<file path="config.mk">
export PLATFORM = sky130hd
export DESIGN_NAME = spi_slave_ctrl
export DESIGN_NICKNAME = d
export VERILOG_FILES = /design/src/rtl/spi_slave_ctrl.sv
export SDC_FILE = /design/constraint.sdc
export NUM_CORES = 1
export LEC_CHECK = 0
export BUFFER_PORTS_ARGS = -buffer_cell sky130_fd_sc_hd__buf_2
export CORE_MARGIN = 2
export CORE_UTILIZATION = 56
export CTS_CLUSTER_DIAMETER = 150
export DETAILED_ROUTE_END_ITERATION = 10
export HOLD_SLACK_MARGIN = 0.15
export PLACE_DENSITY_LB_ADDON = 0.15
export SYNTH_ARGS = -nofsm -noshare
export SYNTH_HDL_FRONTEND = slang
export SYNTH_SLANG_ARGS = --single-unit
</file>
<file path="constraint.sdc">
create_clock -name clk -period 2.7 [get_ports clk]
set_clock_uncertainty 0.05 [all_clocks]
set_input_delay 0.135 -clock clk [delete_from_list [all_inputs] [get_ports clk]]
set_output_delay 0.135 -clock clk [all_outputs]
set_load 0.05 [all_outputs]
</file>
<file path="src/rtl/spi_slave_ctrl.sv">
// SPI slave front end for the dual-port RAM subsystem.
// Collects 10-bit words from MOSI and hands each one to the RAM with a one-cycle
// rx_valid strobe. In a read-data frame it then waits for the RAM's tx_valid and
// shifts the returned byte out on MISO, MSB first. MOSI is sampled and MISO is
// driven on the same clock edge.
module spi_slave_ctrl #(
    parameter int WORD_W = 10,
    parameter int DATA_W = 8
) (
    input  logic              clk,
    input  logic              rst_n,
    input  logic              SS_n,
    input  logic              MOSI,
    output logic              MISO,
    output logic [WORD_W-1:0] rx_data,
    output logic              rx_valid,
    input  logic [DATA_W-1:0] tx_data,
    input  logic              tx_valid
);

    localparam int CNT_W = $clog2(WORD_W + 1);
    localparam int TXC_W = $clog2(DATA_W + 1);
    localparam logic [CNT_W-1:0] LAST_BIT = CNT_W'(WORD_W - 1);
    localparam logic [CNT_W-1:0] FULL     = CNT_W'(WORD_W);

    typedef enum logic [2:0] {
        IDLE,
        CHK_CMD,
        WRITE,
        READ_ADD,
        READ_DATA
    } state_e;

    state_e              state_q, state_d;
    logic [CNT_W-1:0]    cnt_q, cnt_d;         // word bits received so far
    logic [WORD_W-2:0]   shreg_q, shreg_d;     // bits 9..1 while assembling
    logic [WORD_W-1:0]   rx_data_q, rx_data_d;
    logic                rx_valid_q, rx_valid_d;
    logic                rd_seen_q, rd_seen_d; // a read address has been sent
    logic                miso_q, miso_d;
    logic [DATA_W-1:0]   tx_sh_q, tx_sh_d;     // remaining read bits, MSB next
    logic [TXC_W-1:0]    tx_cnt_q, tx_cnt_d;   // MISO bits still to drive
    logic                tx_done_q, tx_done_d; // byte already taken this frame

    assign MISO     = miso_q;
    assign rx_data  = rx_data_q;
    assign rx_valid = rx_valid_q;

    // State register
    always_ff @(posedge clk or negedge rst_n) begin
        if (!rst_n) state_q <= IDLE;
        else        state_q <= state_d;
    end

    // Next-state: SS_n high aborts any frame; first word bit picks the frame type
    always_comb begin
        state_d = state_q;
        case (state_q)
            IDLE:    if (!SS_n) state_d = CHK_CMD;
            CHK_CMD: begin
                if (SS_n)           state_d = IDLE;
                else if (!MOSI)     state_d = WRITE;
                else if (rd_seen_q) state_d = READ_DATA;
                else                state_d = READ_ADD;
            end
            default: if (SS_n) state_d = IDLE;
        endcase
    end

    // Datapath next values: word assembly, rx strobe, read-byte serialiser
    always_comb begin
        cnt_d      = cnt_q;
        shreg_d    = shreg_q;
        rx_data_d  = rx_data_q;
        rx_valid_d = 1'b0;
        rd_seen_d  = rd_seen_q;
        miso_d     = 1'b0;
        tx_sh_d    = tx_sh_q;
        tx_cnt_d   = tx_cnt_q;
        tx_done_d  = tx_done_q;
        if (state_q == IDLE || SS_n) begin
            // Aborted frames drop partial words and leave rd_seen alone
            cnt_d     = '0;
            tx_cnt_d  = '0;
            tx_done_d = 1'b0;
        end else if (state_q == CHK_CMD) begin
            shreg_d = {{(WORD_W-2){1'b0}}, MOSI};
            cnt_d   = CNT_W'(1);
        end else if (cnt_q != FULL) begin
            shreg_d = {shreg_q[WORD_W-3:0], MOSI};
            cnt_d   = cnt_q + CNT_W'(1);
            if (cnt_q == LAST_BIT) begin
                rx_data_d  = {shreg_q, MOSI};
                rx_valid_d = 1'b1;
                if (state_q == READ_ADD)  rd_seen_d = 1'b1;
                if (state_q == READ_DATA) rd_seen_d = 1'b0;
            end
        end else if (state_q == READ_DATA) begin
            // Word delivered: shift an accepted byte, or take the first tx_valid
            if (tx_cnt_q != '0) begin
                miso_d   = tx_sh_q[DATA_W-1];
                tx_sh_d  = {tx_sh_q[DATA_W-2:0], 1'b0};
                tx_cnt_d = tx_cnt_q - TXC_W'(1);
            end else if (tx_valid && !tx_done_q) begin
                miso_d    = tx_data[DATA_W-1];
                tx_sh_d   = {tx_data[DATA_W-2:0], 1'b0};
                tx_cnt_d  = TXC_W'(DATA_W - 1);
                tx_done_d = 1'b1;
            end
        end
    end

    // Datapath registers
    always_ff @(posedge clk or negedge rst_n) begin
        if (!rst_n) begin
            cnt_q      <= '0;
            shreg_q    <= '0;
            rx_data_q  <= '0;
            rx_valid_q <= 1'b0;
            rd_seen_q  <= 1'b0;
            miso_q     <= 1'b0;
            tx_sh_q    <= '0;
            tx_cnt_q   <= '0;
            tx_done_q  <= 1'b0;
        end else begin
            cnt_q      <= cnt_d;
            shreg_q    <= shreg_d;
            rx_data_q  <= rx_data_d;
            rx_valid_q <= rx_valid_d;
            rd_seen_q  <= rd_seen_d;
            miso_q     <= miso_d;
            tx_sh_q    <= tx_sh_d;
            tx_cnt_q   <= tx_cnt_d;
            tx_done_q  <= tx_done_d;
        end
    end

endmodule

</file>
==> out/results.tsv <==
metric	value	unit
place.gp.congestion	0.7495	
clkLatencyLatePin	340	ps
power	1.047	mW
core_area	0.003284	sq mm
r2r_end	tx_cnt_q[2]$_DFFE_PN0P_	
yosys_warnings	0	
grt_usage	20.76	%
worstPathMaxFanout	14	
peakVddDrop	0.2822	mV
rows	21	
r2r_cells	6	
clock-root-buffer	clkbuf_4	
grt_pass1_wl	6.389	mm
hp-class	input pin to asynchronous set/reset pin	
whs	408.8	ps
viasPerCell	5.543	
crit_path_start_kind	register	
syn_nets	198	
htreeDepth	2	
chipWidth	62.11	um
finalSetupTns	0	ps
yosysSeqAreaShare	54.27	%
grt_max_degree	42	
critical_path_class	register to register	
p_leak	1.085	nW
worst_slew_pin_slew	880.6	ps
die_h	62.11	um
mostFrequentLayoutCells	dfrtp_1 (41), nand2_1 (31), buf_2 (24)	
fin_nets	235	
cts_tree	built	
numCtsBuffers	5	
dp_hpwl	2.423	mm
max_freq	0.4884	GHz
hold_violations	0	
post_synth.cell_area_avg	10.45	sq um
fin_area	0.002213	sq mm
maxSlewHeadroom	41.29	%
grt_pass1_vias	1486	
place_area	0.002028	sq mm
ant_nets	0	
antenna_found_initial	0	
place_inst	244	
post-cts-setup-buffer-count	0	
drc	0	
grtUsageMet2	34.78	%
drt_iter0_drc	92	
syn-cell-area	0.001891	sq mm
cts_sinks	41	
status	finished, final reports clean	
io_buffers	24	
r2r_start	tx_cnt_q[0]$_DFFE_PN0P_	
ios	25	
finalCritPeriodShare	75.83	%
critPathRequiredTime	2940	ps
use_met3	5.435	%
period_needed	2047	ps
start_util	57.56	%
wl_per_cell	13.68	um
die_area	0.003857	sq mm
grt_use_met1	26.04	%
top_usage_layer	met2	
cp.arrival	2290	ps
synthCells	181	
end_kind	register	
drive_gt1_share	22.83	%
antenna_cells	0	
clockBufferDepth	2	
setup_viol	0	
vias	1469	
clk_pin_slew_worst_paths	120	ps
stdcell_count	265	
first_pass_iters	4	
r2r_slack	650	ps
rsz0062_at_grt	no	
drt-total-wl	3.626	mm
drv_slew	0	
area_delta_synth_final	17.07	%
drv_cap	0	
ys_types	40	
final_common_cell	dfrtp_1	
grt.overflow.total	0	
yosys_register_bits	41	
p_per_area	472.9	mW/mm^2
cells in the mapped netlist:
master / n / share of area [%]
a211o_1: 1 / 0.46
a211oi_1: 3 / 1.2
a21bo_2: 1 / 0.53
a21boi_0: 1 / 0.40
a21oi_1: 12 / 3.2
a221oi_1: 1 / 0.46
a311oi_1: 1 / 0.46
a31oi_1: 7 / 2.3
and2_1: 1 / 0.33
and2_4: 1 / 0.46
and3b_1: 1 / 0.46
buf_2: 2 / 0.53
buf_6: 2 / 1.2
clkbuf_1: 4 / 0.79
dfrtp_1: 41 / 54
ha_1: 4 / 2.6
inv_1: 9 / 1.8
mux2_2: 11 / 6.6
mux2i_1: 1 / 0.53
nand2_1: 31 / 6.2
nand3_1: 3 / 0.79
nand3b_1: 3 / 1.2
nand4_1: 2 / 0.66
nand4b_1: 1 / 0.46
nor2_1: 10 / 2.0
nor2b_1: 2 / 0.66
nor3_1: 3 / 0.79
nor3b_1: 1 / 0.40
nor3b_2: 2 / 1.3
nor4_1: 1 / 0.33
o211a_4: 1 / 0.93
o21a_1: 1 / 0.40
o21ai_0: 8 / 2.1
o21bai_1: 1 / 0.40
o311ai_0: 1 / 0.46
or2_2: 1 / 0.33
or3_1: 2 / 0.66
or3b_1: 1 / 0.46
xnor2_1: 1 / 0.46
xor2_1: 1 / 0.46
repair_timing:
| action | 4_1_cts | 5_1_grt |
|---|---|---|
| gates resized for setup | 0 | 0 |
| endpoints found under the hold margin | 55 | 0 |
| hold buffers | 13 | 0 |
worst max path at each step:
stage | startpoint | endpoint | slack, ps
2_1_floorplan | tx_cnt_q[0]$_DFFE_PN0P_ | tx_sh_q[1]$_DFFE_PN0P_ | 780
3_3_place_gp | tx_cnt_q[0]$_DFFE_PN0P_ | tx_sh_q[1]$_DFFE_PN0P_ | 750
3_5_place_dp | tx_cnt_q[0]$_DFFE_PN0P_ | tx_sh_q[1]$_DFFE_PN0P_ | 690
4_1_cts | tx_cnt_q[0]$_DFFE_PN0P_ | tx_cnt_q[2]$_DFFE_PN0P_ | 670
5_1_grt | tx_cnt_q[0]$_DFFE_PN0P_ | tx_sh_q[1]$_DFFE_PN0P_ | 550
6_report | tx_cnt_q[0]$_DFFE_PN0P_ | tx_cnt_q[2]$_DFFE_PN0P_ | 650
where the power goes:
| group | switching, mW | internal, mW |
|---|---|---|
| combinational | 0.0530 | 0.0405 |
| sequential | 0.0233 | 0.636 |
| clock | 0.195 | 0.0983 |
state kept, by name (all words and copies together), names as in the netlist, 3 cells and up:
| name | cells |
|---|---|
| cnt_q | 4 |
| tx_cnt_q | 4 |
| shreg_q | 9 |
| tx_sh_q | 7 |
| state_q | 3 |
| rx_data | 10 |
worst max-delay path, stage by stage (launching register included):
cell and delay (ps):
dfrtp_1 420, inv_1 70, ha_1 210, or3b_1 510, o211a_4 360, a211o_1 310, nand2_1 60
logic make-up after synthesis:
family	share of synthesized area, %
adders and majority gates	2.647
muxes	7.081
xor gates and xnor gates	0.9267
AOI/OAI and AO/OA	13.30
DFF	54.27
buffers and inverters	4.301
and+or+nand+nor	17.47
cell type report:
class / count / area, sq um
repair buffers: 38 / 257.7
inverters: 9 / 33.78
clock buffers: 5 / 37.54
multi-input cells: 123 / 783.3
flip-flops and latches: 41 / 1026
well taps: 46 / 57.56
clock inverters: 3 / 17.52
fillers: 262 / 1071
stage by stage:
| step | utilization [%] | setup slack [ps] |
|---|---|---|
| global placement | 61.75 | 751.1 |
| detailed placement | 61.75 | 692.8 |
| global route | 67.39 | 550.4 |
| CTS | 67.39 | 665.4 |
| floorplan | - | 782.1 |
| finish | 67.39 | 652.7 |
layer usage:
layer	share of wire (%)	vias up
li1	-	707
met1	43	705
met2	50	45
met3	4.4	12
met4	2.5	0
met5	0	-
No activity file was read; power rests on OpenSTA's default activity.
